[src/rtl/acs_pmu.sv]
// acs_pmu: add-compare-select and path-metric unit for a rate-1/2, K=3 (7,5)
// Viterbi decoder. Each accepted symbol updates four path metrics from eight
// branch metrics. It also emits one survivor bit per state, the best state
// index and a normalization pulse. All results are registered with 1-cycle
// latency.
//
// Ports
//   i_clk                 rising-edge clock
//   i_reset               synchronous active-high reset
//   i_in_valid            branch metrics valid this cycle
//   i_frame_start         restart trellis from state 0
//   i_bm0..i_bm7          2-bit branch metrics
//   o_dec_valid           outputs updated by an accepted symbol this cycle
//   o_dec                 survivor bits, bit n = 1 -> odd predecessor won
//   o_pm0..o_pm3          registered path metrics
//   o_best_state          index of smallest metric (lowest index on tie)
//   o_norm_event          normalization applied on this update
module acs_pmu #(
    parameter int PM_W    = 5,
    parameter int PM_INIT = 8
) (
    input  logic            i_clk,
    input  logic            i_reset,
    input  logic            i_in_valid,
    input  logic            i_frame_start,
    input  logic [1:0]      i_bm0,
    input  logic [1:0]      i_bm1,
    input  logic [1:0]      i_bm2,
    input  logic [1:0]      i_bm3,
    input  logic [1:0]      i_bm4,
    input  logic [1:0]      i_bm5,
    input  logic [1:0]      i_bm6,
    input  logic [1:0]      i_bm7,
    output logic            o_dec_valid,
    output logic [3:0]      o_dec,
    output logic [PM_W-1:0] o_pm0,
    output logic [PM_W-1:0] o_pm1,
    output logic [PM_W-1:0] o_pm2,
    output logic [PM_W-1:0] o_pm3,
    output logic [1:0]      o_best_state,
    output logic            o_norm_event
);

    localparam logic [PM_W-1:0] INIT = PM_W'(PM_INIT);
    // Half range: once every survivor is at or above it, all can be shifted
    // down together without changing their relative order.
    localparam logic [PM_W:0]   HALF = {2'b01, {(PM_W-1){1'b0}}};

    logic [PM_W-1:0] r_pm [4];
    logic [3:0]      r_dec;
    logic [1:0]      r_best;
    logic            r_dec_valid;
    logic            r_norm;

    logic [PM_W-1:0] w_old  [4];
    logic [PM_W:0]   w_even [4];
    logic [PM_W:0]   w_odd  [4];
    logic [PM_W:0]   w_sel  [4];
    logic [PM_W:0]   w_adj  [4];
    logic [PM_W-1:0] w_new  [4];
    logic [3:0]      w_dec;
    logic            w_norm;
    logic [1:0]      w_best;
    logic [PM_W-1:0] w_min;

    function automatic logic [PM_W:0] ext_add(input logic [PM_W-1:0] pm,
                                              input logic [1:0] bm);
        return {1'b0, pm} + {{(PM_W-1){1'b0}}, bm};
    endfunction

    always_comb begin
        // frame_start with a symbol runs the ACS from the initial metrics
        w_old[0] = i_frame_start ? '0   : r_pm[0];
        w_old[1] = i_frame_start ? INIT : r_pm[1];
        w_old[2] = i_frame_start ? INIT : r_pm[2];
        w_old[3] = i_frame_start ? INIT : r_pm[3];

        w_even[0] = ext_add(w_old[0], i_bm0);
        w_odd[0]  = ext_add(w_old[1], i_bm1);
        w_even[1] = ext_add(w_old[2], i_bm4);
        w_odd[1]  = ext_add(w_old[3], i_bm5);
        w_even[2] = ext_add(w_old[0], i_bm2);
        w_odd[2]  = ext_add(w_old[1], i_bm3);
        w_even[3] = ext_add(w_old[2], i_bm6);
        w_odd[3]  = ext_add(w_old[3], i_bm7);

        w_norm = 1'b1;
        for (int n = 0; n < 4; n++) begin
            // strict compare: a tie keeps the even predecessor
            w_dec[n] = (w_odd[n] < w_even[n]);
            w_sel[n] = w_dec[n] ? w_odd[n] : w_even[n];
            if (w_sel[n] < HALF) w_norm = 1'b0;
        end

        for (int n = 0; n < 4; n++) begin
            w_adj[n] = w_norm ? (w_sel[n] - HALF) : w_sel[n];
            w_new[n] = w_adj[n][PM_W-1:0];
        end

        w_best = 2'd0;
        w_min  = w_new[0];
        for (int n = 1; n < 4; n++) begin
            if (w_new[n] < w_min) begin
                w_min  = w_new[n];
                w_best = 2'(n);
            end
        end
    end

    always_ff @(posedge i_clk) begin
        if (i_reset) begin
            r_pm[0]     <= '0;
            r_pm[1]     <= INIT;
            r_pm[2]     <= INIT;
            r_pm[3]     <= INIT;
            r_dec       <= '0;
            r_best      <= '0;
            r_dec_valid <= 1'b0;
            r_norm      <= 1'b0;
        end else if (i_in_valid) begin
            for (int n = 0; n < 4; n++) r_pm[n] <= w_new[n];
            r_dec       <= w_dec;
            r_best      <= w_best;
            r_dec_valid <= 1'b1;
            r_norm      <= w_norm;
        end else begin
            if (i_frame_start) begin
                r_pm[0] <= '0;
                r_pm[1] <= INIT;
                r_pm[2] <= INIT;
                r_pm[3] <= INIT;
            end
            r_dec_valid <= 1'b0;
            r_norm      <= 1'b0;
        end
    end

    // The metric spread of this trellis keeps stored values in range;
    // the dropped carry bit must therefore always be zero.
    always_ff @(posedge i_clk) begin
        if (!i_reset && i_in_valid) begin
            for (int n = 0; n < 4; n++) assert (w_adj[n][PM_W] == 1'b0);
        end
    end

    assign o_pm0        = r_pm[0];
    assign o_pm1        = r_pm[1];
    assign o_pm2        = r_pm[2];
    assign o_pm3        = r_pm[3];
    assign o_dec        = r_dec;
    assign o_best_state = r_best;
    assign o_dec_valid  = r_dec_valid;
    assign o_norm_event = r_norm;

endmodule
[config.mk]
export PLATFORM = sky130hd
export DESIGN_NAME = acs_pmu
export DESIGN_NICKNAME = d
export VERILOG_FILES = /design/src/rtl/acs_pmu.sv
export SDC_FILE = /design/constraint.sdc
export NUM_CORES = 1
export LEC_CHECK = 0
export ABC_CLOCK_PERIOD_IN_PS = 12600
export BUFFER_PORTS_ARGS = -buffer_cell sky130_fd_sc_hd__buf_4
export CORE_MARGIN = 2
export CORE_UTILIZATION = 60
export DETAILED_ROUTE_END_ITERATION = 8
export PLACE_DENSITY = 0.82
export SYNTH_ARGS = -nofsm -noshare
export SYNTH_HDL_FRONTEND = slang
export SYNTH_SLANG_ARGS = --single-unit
export TNS_END_PERCENT = 10
[constraint.sdc]
create_clock -name i_clk -period 12.6 [get_ports i_clk]
set_input_delay 2.52 -clock i_clk [delete_from_list [all_inputs] [get_ports i_clk]]
set_output_delay 2.52 -clock i_clk [all_outputs]
set_load 0.01 [all_outputs]
Yosys cells after proc, flatten, opt, wreduce, memory -nomap -nowiden
Memories as Yosys holds them, arrays and structs flattened.
Index checks and enable logic that the tools add are counted.
- latch bits: 0
- memories: 1
- word-level logic and storage cells: 76
- bits in read-only memories: 0
- output and inout port bits: 28
- register bits after elaboration: 8
- bits in writable memories: 20
- memory list (name ; depth ; width ; rd ports ; clocked after Yosys merged registers in ; wr ports ; line ; text):
    r_pm ; 4 ; 5 ; 4 ; 0 ; 4 ; 49 ; logic [PM_W-1:0] r_pm [4];
- reductions and logical operators: 1
- $mul: 0
- order comparisons: 11
- div/mod/pow operators: 0
- muxes and demuxes: 38
- shift-type cells: 0
- $add $sub $neg: 12
- bitwise gates (word level): 9
- equal/unequal tests: 0
- operators by type and width (kind ; count):
    5-bit 2-to-1 mux ; 18
    5-bit by 2-bit adder with 6-bit output ; 8
    6-bit by 5-bit less-than comparator with 1-bit output (second input constant) ; 4
    6-bit less-than comparator ; 4
    6-bit 2-to-1 mux ; 4
    5-bit subtractor (second input constant) ; 4
    5-bit less-than comparator ; 3
    1-bit 2-to-1 mux ; 14
    1-bit OR ; 8
    2-bit 2-to-1 mux ; 2
    2-bit OR reduction ; 1
    1-bit inverter ; 1

Longest topological paths before layout
An unclocked memory read counts as a cell.
- depth in word-level cells: 17
- gate-level depth with buffers: 46

Least setup slack after synthesis
OpenSTA, ideal clock, no wires.
- path kind: input-to-reg
- from: input i_frame_start
- to: register r_best[0] (netlist: o_best_state[0])
- stages on the path: 42
- setup slack: 2.331 ns
- setup time: 0.059 ns
- arrival time: 10.209 ns
- data required time: 12.541 ns
- path through: buf_2 > buf_2 > buf_1 > clkbuf_1 > nor2b_1 > ha_1 > inv_1 > fa_1 > or3_1 > a21oi_1 > ha_1 > o2111ai_1 > o211ai_1 > clkbuf_1 > nor2_1 > a21oi_1 > inv_1 > ha_1 > [... 6 more ...] > a2111o_1 > inv_1 > ha_1 > a21o_1 > a21oi_1 > nand2_1 > nor2_1 > o211ai_1 > o311ai_4 > mux2i_1 > ha_1 > a21o_1 > a21oi_1 > nand2_1 > nand2_1 > a21oi_1 > a311oi_1 > o31a_1
- RTL lines (what ; line ; text):
    start, declared ; 25 ; input logic i_frame_start,
    end signal, assigned ; 123 ; r_best <= w_best;
    end, declared ; 51 ; logic [1:0] r_best;

==> results.sh <==
export IMPL_outcome="complete, no violations"
export IMPL_cts_htree_levels=1
export IMPL_syn_num_nets=537
export IMPL_synthCells=469
export IMPL_critPathTopFamily="compound AO/OA/AOI/OAI gates"
export IMPL_antenna_found_initial=0
export IMPL_layout_commonest_cell="nor2_1"
export IMPL_fmax_ghz=0.0950
export IMPL_synthesis_area_um2=3650
export IMPL_die_x_um=82.0
export IMPL_ant_nets=0
export IMPL_timing_hold_ws_ps=500
export IMPL_yosys_cell_types_count=71
export IMPL_post_cts_resized=0
export IMPL_critPathBufInv=4
export IMPL_criticalPathCategory="input port to flip-flop"
export IMPL_setup_viol=0
export IMPL_slew_headroom=0.427
export IMPL_worst_setup_path_start_kind="input port"
export IMPL_avgRoutedWirePerCell_um=16.8
export IMPL_cts_root_buffer="clkbuf_8"
export IMPL_grt_use_met2=0.471
export IMPL_num_rows=28
export IMPL_numClockSinks=28
export IMPL_viasPerCell=6.17
export IMPL_portBuffers=47
export IMPL_drt_pass1_iter_count=5
export IMPL_cts_hold_buffers=0
export IMPL_track_usage=0.292
export IMPL_areaGrowthSynthToFinish_pct=12.7
export IMPL_cp_end_kind="flip-flop"
export IMPL_rsz0062_at_grt="false"
export IMPL_post_cts_buffers=0
export IMPL_busiest_layer="met2"
export IMPL_cts_buffers=3
export IMPL_min_path_type="flip-flop to flip-flop"
export IMPL_nNetsFinal=574
export IMPL_vias=3576
export IMPL_diodes=0
export IMPL_clk_latency_ps=280
export IMPL_peakVddDrop_mv=0.134
export IMPL_async_flop_share=0
export IMPL_synth_edf_count=10
export IMPL_grt_pass1_vias=3280
export IMPL_dp_hpwl_um=8030
export IMPL_min_period_ps=10530
export IMPL_clockBufferDepth=2
export IMPL_finalCritPeriodShare=0.836
export IMPL_cpMaxStageDelayCell="o211ai_1"
export IMPL_grt_start_max_net_pins=41
export IMPL_ys_seq_area_frac=0.181
export IMPL_grt_pass1_wl_um=15200
export IMPL_coreArea_um2=5890
export IMPL_initialDrtViolationCount=270
export IMPL_worstPathMaxFanout=40
export IMPL_slowest_delay_ps=610
export IMPL_ioPinCount=48
export IMPL_postRouteWirelength_um=9720
export IMPL_cts_tree="yes"
export IMPL_gp_congestion=0.975
export IMPL_die_area_um2=6720
export IMPL_gr_usage_met3=0.0374
export IMPL_yosys_warnings=0
export IMPL_slew_viol_final=0
export IMPL_power_density_nw_per_um2=139
export IMPL_leakage_nw=1.90
export IMPL_layout_drive_gt1_share=0.137
export IMPL_setup_tns_ps=0
export IMPL_drc=0
export IMPL_syn_area_per_cell_um2=7.78
export IMPL_grtUsageMet1=0.411
export IMPL_overflow=0
export IMPL_clock_skew_ps=6.18
export IMPL_die_h_um=82.0
export IMPL_final_cell_mix="nor2_1 (51), buf_4 (48), ha_1 (46)"
export IMPL_worst_pin_slew_ps=855
export IMPL_maxCapViolCount=0
export IMPL_worstPathRequired_ps=12840
export IMPL_initial_core_util=0.620
export IMPL_crit_arrival_ps=10770
export IMPL_hold_viol_final=0
export IMPL_synth_flop_cell="dfxtp_1"
export IMPL_clkTransAtPathRegs_ps=110
export IMPL_ys_ff_latch=28
cell type report:
type	count	area, µm²
multi-input cells	388	2780
fillers	518	1780
flip-flops and latches	28	661
repair buffers	48	360
inverters	37	139
well taps	75	93.8
clock buffers	3	41.3
clock inverters	1	30.0
report_power, final:
| part | switching, mW | internal, mW |
|---|---|---|
| clock network | 0.0313 | 0.0426 |
| logic | 0.216 | 0.159 |
| registers | 0.0138 | 0.107 |
| total | 0.262 | 0.308 |
path summary, 6_finish.rpt:
kind	from	endpoint	slack (ps)	depth (start not counted)
min	o_dec[3]	o_dec[3]	500	2
min reg2reg	o_dec[3]	o_dec[3]	500	2
max	i_frame_start	o_best_state[0]	2070	38
max reg2reg	r_pm[3][0]	o_best_state[0]	4230	37
logic make-up (layout without fill, tap and decap cells):
kind of cell             after synthesis  after routing  synth area share
adder cells (fa/ha/maj)               56             56             0.191
flip-flops                            28             28             0.181
AND/OR/NAND/NOR                      169            169             0.229
multiplexers                          18             18            0.0525
buffers and inverters                 53             89            0.0556
AO/OA/AOI/OAI                        127            127             0.247
XOR/XNOR                              18             18            0.0432
flip-flops by register name (all words and copies together) (netlist names):
register / count
o_dec: 4
r_pm: 20
o_norm_event: 1
o_best_state: 2
o_dec_valid: 1
synth_stat cells (all sizes together), types with 3 or more instances:
cell type	instances	share of area
o21a	6	0.015
maj3	8	0.023
o211ai	5	0.014
xor2	6	0.014
a21oi	41	0.056
a211oi	7	0.016
or3	5	0.0086
clkbuf	11	0.011
inv	36	0.037
o21ai	23	0.033
nand3b	3	0.0062
a31oi	3	0.0051
nor2	51	0.052
edfxtp	10	0.082
dfxtp	18	0.099
mux2i	15	0.042
nor2b	14	0.024
o31ai	3	0.0075
nor3	8	0.011
buf	5	0.0062
xnor2	12	0.029
nand2	33	0.034
and3	4	0.0069
a21o	11	0.023
nand3	19	0.026
and2	8	0.014
nand4	4	0.0069
nand2b	11	0.019
mux2	3	0.010
ha	46	0.16
stage by stage:
stage / worst slack, ps / instances / utilization / cell area, µm² / power (mW)
finish: 2070 / 580 / 0.698 / 4110 / 0.570
global route: 1290 / 580 / 0.698 / 4110 / 0.612
CTS: 2150 / 580 / 0.698 / 4110 / 0.564
detailed placement: 1900 / 576 / 0.686 / 4040 / 0.489
global placement: 2280 / 576 / 0.686 / 4040 / 0.476
floorplan: 2330 / 469 / - / 3650 / 0.395
worst reg2reg max path, delay by kind of cell, from the launching register on:
kind,cells,cell delay [ps]
compound gates,17,3880
fa+ha+maj,6,1610
buf+inv,3,210
flops,1,340
mux,1,270
simple gates,10,2040
metal layers:
layer	wire, µm	part of all wire	up-vias
met1	4540	0.47	1650
met5	0	0	-
met3	619	0.064	18
met2	4450	0.46	131
met4	106	0.011	0
li1	-	-	1777
No activity file was read; power rests on OpenSTA's default activity.
